$ cat src/rtl/conv_pkg.sv
// Shared definitions for the conv_core load engines: loader FSM encoding and
// default bus widths.
package conv_pkg;

  typedef enum logic [1:0] {
    ST_IDLE   = 2'd0,
    ST_ISSUE  = 2'd1,
    ST_DRAIN  = 2'd2,
    ST_FINISH = 2'd3
  } load_state_e;

  localparam int DEF_AW = 32;
  localparam int DEF_DW = 32;
  localparam int DEF_CW = 16;
  localparam int DEF_RD_LATENCY = 2;

endpackage

$ cat src/rtl/valid_pipe.sv
// Delays a read-request strobe by DEPTH cycles so it lines up with RAM data;
// any_vld reports reads still in flight. No backpressure: every entry drains.
module valid_pipe #(
  parameter int DEPTH = 2
) (
  input  logic clk,
  input  logic rst,
  input  logic vld_in,
  output logic vld_out,
  output logic any_vld
);

  logic [DEPTH-1:0] pipe_q, pipe_d;

  always_comb begin
    pipe_d    = pipe_q;
    pipe_d[0] = vld_in;
    for (int i = 1; i < DEPTH; i++) pipe_d[i] = pipe_q[i-1];
  end

  always_ff @(posedge clk or negedge rst) begin
    if (!rst) pipe_q <= '0;
    else      pipe_q <= pipe_d;
  end

  assign vld_out = pipe_q[DEPTH-1];
  assign any_vld = |pipe_q;

endmodule

$ cat src/rtl/tile_ram_to_fifo.sv
// Streams a row_num x row_len tile from a fixed-latency RAM into a load FIFO;
// first push RD_LATENCY+1 cycles after start. almost_full only gates new reads.
module tile_ram_to_fifo
  import conv_pkg::*;
#(
  parameter int AW         = DEF_AW,
  parameter int DW         = DEF_DW,
  parameter int CW         = DEF_CW,
  parameter int RD_LATENCY = DEF_RD_LATENCY
) (
  input  logic          clk,
  input  logic          rst,
  input  logic          start,
  input  logic [AW-1:0] base_addr,
  input  logic [CW-1:0] row_len,
  input  logic [CW-1:0] row_num,
  input  logic [CW-1:0] row_stride,
  output logic          busy,
  output logic          done,
  output logic          ram_rd_ena,
  output logic [AW-1:0] ram_addr,
  input  logic [DW-1:0] data_from_ram,
  output logic          fifo_push,
  input  logic          fifo_almost_full,
  output logic [DW-1:0] data_to_fifo
);

  load_state_e   state_q, state_d;
  logic [CW-1:0] len_q, len_d, num_q, num_d, stride_q, stride_d;
  logic [CW-1:0] col_q, col_d, row_q, row_d;
  logic [AW-1:0] row_base_q, row_base_d, addr_q, addr_d;
  logic          rd_ena_q, rd_ena_d, busy_q, busy_d, done_q, done_d;
  logic          pipe_tail, pipe_any;

  valid_pipe #(.DEPTH(RD_LATENCY)) u_valid_pipe (
    .clk     (clk),
    .rst     (rst),
    .vld_in  (rd_ena_q),
    .vld_out (pipe_tail),
    .any_vld (pipe_any)
  );

  // addr_q/col_q/row_q describe the request currently on the RAM port;
  // they advance only on cycles where that request was actually presented.
  always_comb begin
    state_d    = state_q;
    len_d      = len_q;
    num_d      = num_q;
    stride_d   = stride_q;
    col_d      = col_q;
    row_d      = row_q;
    row_base_d = row_base_q;
    addr_d     = addr_q;
    rd_ena_d   = rd_ena_q;
    busy_d     = busy_q;
    done_d     = 1'b0;
    case (state_q)
      ST_IDLE: begin
        if (start) begin
          busy_d = 1'b1;
          if (row_len == '0 || row_num == '0) begin
            state_d = ST_FINISH;
            done_d  = 1'b1;
          end else begin
            state_d    = ST_ISSUE;
            len_d      = row_len;
            num_d      = row_num;
            stride_d   = row_stride;
            col_d      = '0;
            row_d      = '0;
            row_base_d = base_addr;
            addr_d     = base_addr;
            rd_ena_d   = ~fifo_almost_full;
          end
        end
      end
      ST_ISSUE: begin
        rd_ena_d = ~fifo_almost_full;
        if (rd_ena_q) begin
          if (col_q == len_q - CW'(1)) begin
            if (row_q == num_q - CW'(1)) begin
              state_d  = ST_DRAIN;
              rd_ena_d = 1'b0;
            end else begin
              col_d      = '0;
              row_d      = row_q + CW'(1);
              row_base_d = row_base_q + AW'(stride_q);
              addr_d     = row_base_q + AW'(stride_q);
            end
          end else begin
            col_d  = col_q + CW'(1);
            addr_d = addr_q + AW'(1);
          end
        end
      end
      ST_DRAIN: begin
        if (!pipe_any) begin
          state_d = ST_FINISH;
          done_d  = 1'b1;
        end
      end
      ST_FINISH: begin
        state_d = ST_IDLE;
        busy_d  = 1'b0;
      end
      default: state_d = ST_IDLE;
    endcase
  end

  always_ff @(posedge clk or negedge rst) begin
    if (!rst) begin
      state_q    <= ST_IDLE;
      len_q      <= '0;
      num_q      <= '0;
      stride_q   <= '0;
      col_q      <= '0;
      row_q      <= '0;
      row_base_q <= '0;
      addr_q     <= '0;
      rd_ena_q   <= 1'b0;
      busy_q     <= 1'b0;
      done_q     <= 1'b0;
    end else begin
      state_q    <= state_d;
      len_q      <= len_d;
      num_q      <= num_d;
      stride_q   <= stride_d;
      col_q      <= col_d;
      row_q      <= row_d;
      row_base_q <= row_base_d;
      addr_q     <= addr_d;
      rd_ena_q   <= rd_ena_d;
      busy_q     <= busy_d;
      done_q     <= done_d;
    end
  end

  assign busy         = busy_q;
  assign done         = done_q;
  assign ram_rd_ena   = rd_ena_q;
  assign ram_addr     = addr_q;
  assign fifo_push    = pipe_tail;
  assign data_to_fifo = pipe_tail ? data_from_ram : '0;

endmodule

$ cat config.mk
export PLATFORM = sky130hd
export DESIGN_NAME = tile_ram_to_fifo
export DESIGN_NICKNAME = d
export VERILOG_FILES = /design/src/rtl/conv_pkg.sv /design/src/rtl/valid_pipe.sv /design/src/rtl/tile_ram_to_fifo.sv
export SDC_FILE = /design/constraint.sdc
export NUM_CORES = 1
export LEC_CHECK = 0
export ABC_AREA = 0
export CORE_MARGIN = 4
export CORE_UTILIZATION = 50
export CTS_BUF_LIST = sky130_fd_sc_hd__clkbuf_8
export DETAILED_ROUTE_END_ITERATION = 10
export GPL_ROUTABILITY_DRIVEN = 0
export PLACE_DENSITY = 0.76
export SLEW_MARGIN = 20
export SYNTH_ARGS = -nofsm -noshare
export SYNTH_HDL_FRONTEND = slang
export SYNTH_SLANG_ARGS = --single-unit
$ cat constraint.sdc
create_clock -name clk -period 7.7 [get_ports clk]
set_input_delay 1.54 -clock clk [delete_from_list [all_inputs] [get_ports clk]]
set_output_delay 1.54 -clock clk [all_outputs]
set_load 0.03 [all_outputs]
==> results.txt <==
- Critical Path Sink Type: flip-flop
* Effective utilization at floorplan: 0.512
* Number of synthesized register bits: 151
- The die covers 0.0232 mm².
- The core region is 0.0204 mm².
* Leading register cell type out of synthesis: dfrtp_1
- Peak supply drop: 0.000230 V
- In the post-synthesis netlist, the biggest area contributors are dfrtp_1 (36%), mux2_2 (5.6%), xnor2_1 (4.5%).
* Design Area, Final: 0.0128 mm²
- Internal Pwr Total: 2720 µW
- Measured against the total synthesized area, the mux share comes to 0.0696.
- Placement Cell Area: 0.0124 mm²
- Startpoint of the tightest hold check path: u_valid_pipe.pipe_q[0]$_DFF_PN0_
* Number of hold violations in the final report: 0
- Arithmetic-cell share of the synthesized area counting full adders, half adders and majority gates: 0.0319
- TritonCTS sink count: 151
- Of the total power, the clock network draws 0.120.
- After detailed routing, the average wire length per cell comes to 18.6 µm.
- Category of the worst setup path launch point: input pin
- The design draws 5260 µW.
- Tracing the worst setup path back leads to its startpoint at row_num[3].
* Total power divided by cell area: 411 mW/mm²
- Post-Synthesis Mean Instance Area: 8.61 µm²
- Summed over all layers, the global routing overflow is 0.
* Number of enable-type register cells in the synthesized netlist: 0
* Final slew viol count: 0
- The HPWL after detailed placement is 21700 µm.
- Die Span X: 152 µm
- Synthesized-area fraction occupied by xor and xnor cells: 0.0723
- Relative to the synthesized area, the layout overhead comes to 22.8%.
- Summing over every cut layer, the via total after detailed routing is 9981.
- The signal on the critical path passes through clkdlybuf4s50_1 > nor4_1 > nand4_1 > nand4_1 > nor2_1 > buf_4 > a31o_2 > mux2_2.
- Cells after synthesis: 1210
- Count of nets left with antenna violations after detail routing: 0
- Max-Slew Margin vs Limit: 0.276
* Total I/O pin count: 184
* Largest buffer count on any clock path: 2
- Total area of multi-input combinational cells: 0.00621 mm²
- Counting I/O delays and the setup requirement, the final critical path takes 5.31 ns.
- The initial antenna violation count came to 0.
- Synthesis Warnings: 0
- Switching power as a share of total power: 0.483
* Critical-path top delay cell: nor2_1
- After floorplanning, the core was divided into 52 placement rows.
- Cell repeated most along the worst path: nand4_1
- Ratio of cells with drive above 1 in the final layout: 0.0857
- Of the synthesized area, sequential elements account for 0.363.
- Detailed-router iteration count before antenna repair: 7
* Detailed-route wire length: 30400 µm
* Number of post-CTS setup repair buffers: 0
- Maximum number of pins on one net before global-route repair: 92
- The clock arrives with 0.0242 ns of skew.
- In this run, the number of DRC markers left after iteration 0 of detailed routing was 831.
* Share of the core filled with cells in the final layout: 0.628
- Biggest fanout along the worst timing path: 47
* Arrival time at the worst endpoint: 5.66 ns
* Via count normalized by instance count: 6.10
- R2r startpoint: len_q[0]$_DFFE_PN0P_
* Highest clock rate: 188 MHz
- Of the total power, combinational logic draws 0.575.
* Number of buffers inserted by port buffering: 183
* Total number of H-tree levels: 4
- 0 antenna diodes ended up in the layout.
- The first global-routing pass estimated 48900 µm of wire.
- Fraction of synthesis flops using an asynchronous set or reset pin: 1.00
- Dividing the final minimum period by the clock period gives 0.690.
* Die height: 152 µm
- Clock transition at path regs: 0.09 ns
* Distinct cells, synth: 80
- The sequential cells in the finished layout cover a total of 0.00378 mm².
* CTS Hold Bufs: 0
- Final-layout setup total negative slack: 0 ns
- Of the total synthesized cell area, the portion taken by AND, OR, NAND and NOR gates is 0.248.
- By area, the combinational part of the netlist is dominated by simple AND/OR/NAND/NOR gates.
- Counting the buffers created by CTS gives 17.
- The path class of the tightest hold or removal check is reg2reg.
* Clock latency on the worst-skew pair: 0.47 ns
* GR Util All Layers: 0.254
- Total standard cell area after synthesis: 0.0104 mm²
- The share of synthesized area in the top cell type comes to 0.363.
* Post-synth net total: 1352
* Number of filler cells placed in the layout: 1813
- Buffer type at the clock tree root: clkbuf_8
- TritonCTS built the clock tree.
- P_sw: 2540 µW
* Leading area contributor after synthesis: dfrtp_1
- The setup path with the least slack is of type in2reg.
- The net count of the finished layout is 1495.
- At the worst endpoint, the required time is 8.05 ns.
- Share of the synthesized area in compound gates (AO/OA/AOI/OAI): 0.173
- The number of gates resized after CTS was 0.
- At the pin with the least slew margin, the transition time is 1.09 ns.
- The flow ran to the end, and the final reports show no timing, DRC or antenna violations.
- Number of maximum-capacitance constraint violations: 0
- The number of global-route vias before repair came to 9381.
- # setup viols final: 0
* RSZ-0062 raised after global routing: false
- Post-route DRC: 0
* Fraction of power consumed by sequential logic: 0.305
- Maximum cell stage delay along the critical path: 0.92 ns
- For this design the static power due to leakage is 0.00510 µW.
synthesized netlist by cell type, types with 6 or more instances:
library cell,number
a211oi_1,6
a21o_1,14
a21oi_1,68
a31oi_1,22
and2_1,41
and3_1,24
buf_2,15
clkbuf_1,49
dfrtp_1,151
ha_1,25
inv_1,40
mux2_2,52
mux2i_1,14
nand2_1,108
nand2b_1,9
nand3_1,58
nand3b_1,9
nand4_1,24
nor2_1,86
nor2b_1,17
nor3_1,43
nor4_1,18
o211ai_1,13
o21ai_0,64
o22ai_1,9
o311ai_0,8
o31ai_1,12
or3_1,18
or4_1,9
xnor2_1,53
xor2_1,33
state kept, by name, indices dropped and copies added (netlist names):
name                 count
busy                     1
col_q                   16
done                     1
len_q                   16
num_q                   16
ram_addr                32
ram_rd_ena               1
row_base_q              32
row_q                   16
state_q                  2
stride_q                16
u_valid_pipe.pipe_q      2
cell type report:
class | count | area share
Clock inverter | 15 | 0.0132
Timing Repair Buffer | 194 | 0.150
Sequential cell | 151 | 0.295
Multi-Input combinational cell | 949 | 0.485
Clock buffer | 17 | 0.0183
Inverter | 40 | 0.0117
Tap cell | 270 | 0.0264
metal layers:
metal  GRT usage  wire, µm  vias up
li1            -         -     4690
met1       0.351     13600     4819
met2       0.410     14000      435
met3      0.0534      2290       37
met4      0.0616       469        0
met5           0         0        -
worst max-delay path: cells and delay by family:
kind / cells / cell delay (ns)
mux: 1 / 0.43
compound gates: 1 / 0.85
simple gates: 4 / 1.97
buf+inv: 2 / 0.85
worst paths after layout:
kind                       cells past startpoint                               end  slack, ns
max in group asynchronous                      2         row_base_q[0]$_DFFE_PN0P_       5.28
max reg2reg                                   10        row_base_q[19]$_DFFE_PN0P_       2.92
max                                            8        row_base_q[19]$_DFFE_PN0P_       2.39
min                                            0  u_valid_pipe.pipe_q[1]$_DFF_PN0_       0.41
min reg2reg                                    0  u_valid_pipe.pipe_q[1]$_DFF_PN0_       0.41
min in group asynchronous                      1          ram_addr[23]$_DFFE_PN0P_       1.10
cells in the final DEF (no fill, tap or decap), types with 6 or more instances in the layout:
cell	instances
clkdlybuf4s50_1	182
dfrtp_1	151
nand2_1	108
nor2_1	85
a21oi_1	68
o21ai_0	64
nand3_1	58
xnor2_1	53
mux2_2	52
nor3_1	43
and2_1	41
inv_1	39
xor2_1	33
nand4_1	24
and3_1	24
ha_1	24
a31oi_1	22
nor4_1	18
or3_1	18
nor2b_1	17
clkbuf_8	17
mux2i_1	14
a21o_1	14
o211ai_1	13
o31ai_1	12
buf_4	11
or4_1	9
nand3b_1	9
nand2b_1	9
o22ai_1	9
o311ai_0	8
a211oi_1	6
cells by family after synthesis:
| logic type | Yosys count |
|---|---|
| mux | 66 |
| compound gates | 276 |
| xor+xnor | 86 |
| simple gates | 495 |
| buf+inv | 110 |
| flops | 151 |
| fa+ha+maj | 26 |
per-stage QoR:
step	hold WS, ns	setup WS [ns]	std cells
2_1_floorplan	0.370	4.21	1210
3_3_place_gp	0.379	1.98	1604
3_5_place_dp	0.387	1.88	1604
4_1_cts	0.408	2.37	1636
5_1_grt	0.443	2.14	1636
6_report	0.406	2.39	1636
power by group through the flow:
stage	sequential, µW	clock [µW]	combinational (µW)
finish	1600	633	3020
CTS	1590	642	3000
detailed placement	1600	0	2980
floorplan	1590	0	2070
global placement	1590	0	2930
global route	1660	677	3310
Power figures use the tool's default switching activity.
